===== config.mk =====
export PLATFORM = sky130hd
export DESIGN_NAME = csc_para_ctrl
export DESIGN_NICKNAME = d
export VERILOG_FILES = /design/src/rtl/csc_para_pkg.sv /design/src/rtl/csc_shift_decode.sv /design/src/rtl/csc_para_ctrl.sv
export SDC_FILE = /design/constraint.sdc
export NUM_CORES = 1
export LEC_CHECK = 0
export ABC_AREA = 1
export CORE_MARGIN = 2
export CORE_UTILIZATION = 37
export DETAILED_ROUTE_END_ITERATION = 8
export PLACE_DENSITY = 0.7
export SETUP_SLACK_MARGIN = 0.02
export SYNTH_ARGS = -nofsm -noshare
export SYNTH_HDL_FRONTEND = slang
export SYNTH_SLANG_ARGS = --single-unit

===== constraint.sdc =====
create_clock -name clk_in -period 2.5 [get_ports clk_in]
set_clock_uncertainty 0.1 [all_clocks]
set_input_delay 0.25 -clock clk_in [delete_from_list [all_inputs] [get_ports clk_in]]
set_output_delay 0.25 -clock clk_in [all_outputs]
set_load 0.1 [all_outputs]

===== src/rtl/csc_para_pkg.sv =====
`default_nettype none
// csc_para_pkg: shared types, address map and shift-clamp helper for the CSC parameter controller.
package csc_para_pkg;

    localparam int ADDR_W   = 4;
    localparam int SHIFT_W  = 5;
    localparam int COL_OFFS = 3;

    typedef enum logic [1:0] {
        ST_IDLE    = 2'd0,
        ST_PENDING = 2'd1,
        ST_APPLY   = 2'd2
    } para_state_t;

    // The shift word sits directly after the last channel's offset.
    function automatic logic [ADDR_W-1:0] addr_shift(input int num_ch);
        return ADDR_W'(num_ch * 4);
    endfunction

    function automatic logic [SHIFT_W-1:0] reset_shift(input int shift_min);
        return SHIFT_W'(shift_min);
    endfunction

    function automatic logic [SHIFT_W-1:0] clamp_shift(
        input logic [SHIFT_W-1:0] raw,
        input int                 lo,
        input int                 hi
    );
        if (raw < SHIFT_W'(lo))
            return SHIFT_W'(lo);
        else if (raw > SHIFT_W'(hi))
            return SHIFT_W'(hi);
        else
            return raw;
    endfunction

endpackage
`default_nettype wire


===== src/rtl/csc_shift_decode.sv =====
`default_nettype none
// csc_shift_decode: combinational raw shift -> clamped shift, half-LSB rounding constant, offset enable.
module csc_shift_decode
    import csc_para_pkg::*;
#(
    parameter int SHIFT_MIN     = 8,
    parameter int SHIFT_MAX     = 17,
    parameter int OFF_SHIFT_MAX = 14,
    parameter int ROUND_W       = 18
) (
    input  logic [SHIFT_W-1:0] raw_shift,
    output logic [SHIFT_W-1:0] shift_eff,
    output logic [ROUND_W-1:0] round_val,
    output logic               offset_en,
    output logic               clamp_flag
);

    always_comb begin
        shift_eff  = clamp_shift(raw_shift, SHIFT_MIN, SHIFT_MAX);
        // SHIFT_MIN >= 1 so the subtraction never wraps.
        round_val  = ROUND_W'(1) << (shift_eff - SHIFT_W'(1));
        offset_en  = (shift_eff <= SHIFT_W'(OFF_SHIFT_MAX));
        clamp_flag = (raw_shift != shift_eff);
    end

endmodule
`default_nettype wire


===== src/rtl/csc_para_ctrl.sv =====
`default_nettype none
// csc_para_ctrl: double-buffered CSC parameter bank; shadow writes over ready/valid,
// committed updates land atomically in the active bank at the next frame boundary.
module csc_para_ctrl
    import csc_para_pkg::*;
#(
    parameter int PARA_DW       = 12,
    parameter int NUM_CH        = 3,
    parameter int SHIFT_MIN     = 8,
    parameter int SHIFT_MAX     = 17,
    parameter int OFF_SHIFT_MAX = 14,
    parameter int ROUND_W       = 18
) (
    input  logic                        clk_in,
    input  logic                        rst_in,
    input  logic                        cfg_vld,
    output logic                        cfg_rdy,
    input  logic [ADDR_W-1:0]           cfg_addr,
    input  logic [PARA_DW+7:0]          cfg_data,
    input  logic                        cfg_commit,
    input  logic                        frame_start,
    output logic [NUM_CH*3*PARA_DW-1:0] coef_flat,
    output logic [NUM_CH*(PARA_DW+8)-1:0] offs_flat,
    output logic [SHIFT_W-1:0]          shift_eff,
    output logic [ROUND_W-1:0]          round_val,
    output logic                        offset_en,
    output logic                        clamp_flag,
    output logic                        para_upd,
    output logic                        cfg_err,
    output logic                        pending
);

    localparam int OFF_W = PARA_DW + 8;
    localparam logic [ADDR_W-1:0]  SHIFT_ADDR   = addr_shift(NUM_CH);
    localparam logic [SHIFT_W-1:0] RST_SHIFT    = reset_shift(SHIFT_MIN);
    localparam logic [ROUND_W-1:0] RST_ROUND    = ROUND_W'(1) << (SHIFT_MIN - 1);
    localparam logic               RST_OFF_EN   = (SHIFT_MIN <= OFF_SHIFT_MAX);

    para_state_t state;
    para_state_t state_nxt;
    logic        apply;
    logic        wr_en;
    logic        addr_legal;

    logic [NUM_CH*3*PARA_DW-1:0] sh_coef;
    logic [NUM_CH*OFF_W-1:0]     sh_offs;
    logic [SHIFT_W-1:0]          sh_shift;

    logic [SHIFT_W-1:0]          dec_shift;
    logic [ROUND_W-1:0]          dec_round;
    logic                        dec_off_en;
    logic                        dec_clamp;

    always_ff @(posedge clk_in) begin
        if (rst_in)
            state <= ST_IDLE;
        else
            state <= state_nxt;
    end

    always_comb begin
        state_nxt = state;
        case (state)
            ST_IDLE:    if (cfg_commit)  state_nxt = ST_PENDING;
            ST_PENDING: if (frame_start) state_nxt = ST_APPLY;
            ST_APPLY:                    state_nxt = ST_IDLE;
            default:                     state_nxt = ST_IDLE;
        endcase
    end

    always_comb begin
        cfg_rdy = (state == ST_IDLE) && !rst_in;
        pending = (state == ST_PENDING);
        apply   = (state == ST_APPLY);
    end

    assign wr_en      = cfg_vld && cfg_rdy;
    assign addr_legal = (cfg_addr <= SHIFT_ADDR);

    always_ff @(posedge clk_in) begin
        if (rst_in) begin
            sh_coef  <= '0;
            sh_offs  <= '0;
            sh_shift <= RST_SHIFT;
            cfg_err  <= 1'b0;
        end else begin
            cfg_err <= wr_en && !addr_legal;
            if (wr_en) begin
                if (cfg_addr == SHIFT_ADDR)
                    sh_shift <= cfg_data[SHIFT_W-1:0];
                for (int ch = 0; ch < NUM_CH; ch++) begin
                    for (int col = 0; col < COL_OFFS; col++) begin
                        if (cfg_addr == ADDR_W'(ch * 4 + col))
                            sh_coef[(ch*COL_OFFS+col)*PARA_DW +: PARA_DW] <= cfg_data[PARA_DW-1:0];
                    end
                    if (cfg_addr == ADDR_W'(ch * 4 + COL_OFFS))
                        sh_offs[ch*OFF_W +: OFF_W] <= cfg_data;
                end
            end
        end
    end

    csc_shift_decode #(
        .SHIFT_MIN     (SHIFT_MIN),
        .SHIFT_MAX     (SHIFT_MAX),
        .OFF_SHIFT_MAX (OFF_SHIFT_MAX),
        .ROUND_W       (ROUND_W)
    ) u_shift_decode (
        .raw_shift  (sh_shift),
        .shift_eff  (dec_shift),
        .round_val  (dec_round),
        .offset_en  (dec_off_en),
        .clamp_flag (dec_clamp)
    );

    // Whole bank moves in one edge, so the MAC array never sees a mixed set.
    always_ff @(posedge clk_in) begin
        if (rst_in) begin
            coef_flat  <= '0;
            offs_flat  <= '0;
            shift_eff  <= RST_SHIFT;
            round_val  <= RST_ROUND;
            offset_en  <= RST_OFF_EN;
            clamp_flag <= 1'b0;
            para_upd   <= 1'b0;
        end else begin
            para_upd <= apply;
            if (apply) begin
                coef_flat  <= sh_coef;
                offs_flat  <= sh_offs;
                shift_eff  <= dec_shift;
                round_val  <= dec_round;
                offset_en  <= dec_off_en;
                clamp_flag <= dec_clamp;
            end
        end
    end

endmodule
`default_nettype wire


==> flow_summary_export.csv <==
group,metric,value,unit
status,status,"finished clean",
yosys,synth_top_family_by_area,"simple AND/OR/NAND/NOR gates",
floorplanning,die_area,36400,um^2
yosys,yosysWarningCount,0,
power,p_leak,0.00765,uW
global_route,met1_usage,0.285,
routing,via_count,11400,
finish,antennaDiodeCount,0,
floorplanning,die_x,191,um
global_route,grt_pass1_vias,10700,
finish,drive_above_1_share,0.168,
yosys,postSynthAreaPerCell,7.79,um^2
finish,nets,1871,
setup_path,critical_path_class,"reg -> reg",
sta,setup_viol,0,
yosys,ys_seq_area_frac,0.574,
setup_path,path_max_fanout,13,
routing,ant_nets,0,
yosys,yosys.area_share.adder,0.00194,
floorplanning,num_rows,68,
sta,fin_hold_ws,0.195,ns
finish,final_util,0.483,
sta,worst_pin_slew,0.509,ns
yosys,synth_compound_area_frac,0.162,
job,cap_violations,0,
finish,fin_cells,2327,
routing,detail_route.wl_per_cell,16.2,um
routing,detail_route.first_pass.iterations,7,
min_path,hp-class,"in -> reg",
floorplanning,coreArea,34500,um^2
placed_design,dp_hpwl,23400,um
setup_path,startpoint_type,"register",
clock_network,cts_setup_buffers,0,
yosys,synth_nets,1688,
sta,rsz0062_at_grt,"no",
yosys,yosys.area.top_type_share,0.574,
clock_network,numCtsBuffers,40,
global_route,grt_use_total,0.203,
setup_path,worstPathArrival,2.35,ns
clock_network,insertion_delay,0.54,ns
global_route,use_met2,0.321,
global_route,grt_pass1_wl,58500,um
min_path,min_path_cells,3,
global_route,grt_overflow,0,
setup_path,reg2reg_depth,7,
floorplanning,die_y,191,um
yosys,yosysTopAreaCell,"dfxtp_1",
clock_network,clk_pin_slew,0.06,ns
clock_network,cts_hold_buffers,0,
floorplanning,initial_core_util,0.375,
sta,clock.fmax,0.504,GHz
routing,wl,37700,um
clock_network,cts_resized,0,
clock_network,htreeDepth,2,
sta,max_slew_margin,0.660,
clock_network,cts_tree,"yes",
floorplanning,ios,226,
placed_design,placedCellCount,2253,
finish,area_delta_synth_final,28.9,%
yosys,synth.distinct_cells,26,
global_route,grt_max_degree,126,
global_route,grt_antenna_before_repair,0,
yosys,synth_area_leaders,"dfxtp_1 (57%), nor2_1 (18%), o21ai_0 (13%), clkbuf_1 (2.7%), a21oi_1 (2.5%)",
setup_path,end_kind,"register",
power,ir_drop,0.477,mV
clock_network,clockBufferDepth,3,
setup_path,worstPathRequired,2.87,ns
sta,fin_crit,1.98,ns
global_route,global_route.usage.met3,0.0324,
routing,vias_per_cell,4.90,
yosys,synthMuxAreaShare,0,
routing,drc,0,
yosys,syn_area,12900,um^2
placed_design,place_congestion,0.761,
clock_network,cts_root_buffer,"clkbuf_16",
clock_network,clock-sinks,370,
global_route,grt-busiest-layer,"met2",
placed_design,port_buffers,225,
sta,finalCritPeriodShare,0.793,
sta,drv_slew,0,
yosys,synth_cells,1657,
yosys,yosys.area_share.simple,0.210,
routing,drtIter0Drc,824,
yosys,synth_seq_cells,370,
power,power_density,848,nW/um^2
sta,finalSetupTns,0,ns
yosys,synth_xor_area_frac,0,
sta,hold_viol,0,
flip-flops by register name, summed over array words and instances, names as in the netlist:
name,count
round_val,18
para_upd,1
coef_flat,108
clamp_flag,1
sh_shift,5
offset_en,1
cfg_err,1
offs_flat,60
state,2
shift_eff,5
sh_coef,108
sh_offs,60
critical path, cell delays in order, from the launching register on:
cell and delay [ns]:
dfxtp_1 0.34, inv_1 0.15, nand3_4 0.18, nor2_1 0.30, nand2_1 0.30, inv_1 0.35, nor2_1 0.09, nor2_1 0.13
per-stage QoR:
stage	instance area (um^2)	power, uW	worst slack (ns)
after floorplan	12900	7340	0.331
after global placement	15200	7770	0.210
after detailed placement	15200	7780	0.116
after CTS	16600	14200	0.473
after global routing	16600	14600	0.310
final	16600	14100	0.517
synthesized netlist by cell type (all sizes together):
| cell type | instances |
|---|---|
| a21oi | 64 |
| a32o | 1 |
| a41oi | 1 |
| buf | 26 |
| clkbuf | 95 |
| dfxtp | 370 |
| ha | 2 |
| inv | 49 |
| nand2 | 42 |
| nand3 | 16 |
| nand3b | 1 |
| nand4 | 2 |
| nor2 | 631 |
| nor3 | 6 |
| nor3b | 1 |
| nor4 | 1 |
| o211ai | 2 |
| o21a | 1 |
| o21ai | 346 |
per-layer routing:
metal  wire length, um  vias up
met2             17100      303
met1             17800     5340
met5                 0        -
met3              2020       56
met4               737        0
li1                  -     5705
worst paths after layout:
path | from | to | slack (ns)
max reg2reg | state[0]$_SDFFE_PP0P_ | sh_coef[51]$_SDFFE_PP0P_ | 0.52
min | frame_start | state[1]$_SDFFE_PP0P_ | 0.20
max | state[0]$_SDFFE_PP0P_ | sh_coef[51]$_SDFFE_PP0P_ | 0.52
min reg2reg | round_val[4]$_SDFFE_PP0P_ | round_val[4]$_SDFFE_PP0P_ | 0.34
cell type report:
class	instances	area, um^2
Clock buffer	57	1200
Clock inverter	17	280
Fill cell	3282	17800
Inverter	49	196
Multi-Input combinational cell	1117	4840
Sequential cell	370	7410
Tap cell	455	569
Timing Repair Buffer	262	2150
kinds of logic after synthesis:
group | after synthesis
simple gates | 700
compound gates | 415
fa+ha+maj | 2
flops | 370
buf+inv | 170
cell usage in the layout (no fill, tap or decap), drive strengths merged:
cell type / count
a21oi: 64
a32o: 1
a41oi: 1
buf: 234
bufinv: 7
clkbuf: 57
clkdlybuf4s50: 28
clkinv: 7
clkinvlp: 2
dfxtp: 370
ha: 2
inv: 50
nand2: 42
nand3: 16
nand3b: 1
nand4: 2
nor2: 631
nor3: 6
nor3b: 1
nor4: 1
o211ai: 2
o21a: 1
o21ai: 346
where the power goes:
part           internal, uW  switching, uW
clock network          4070           2390
logic                   313           1220
registers              6040           78.1
Note: power is estimated with default switching activity, not from simulation.
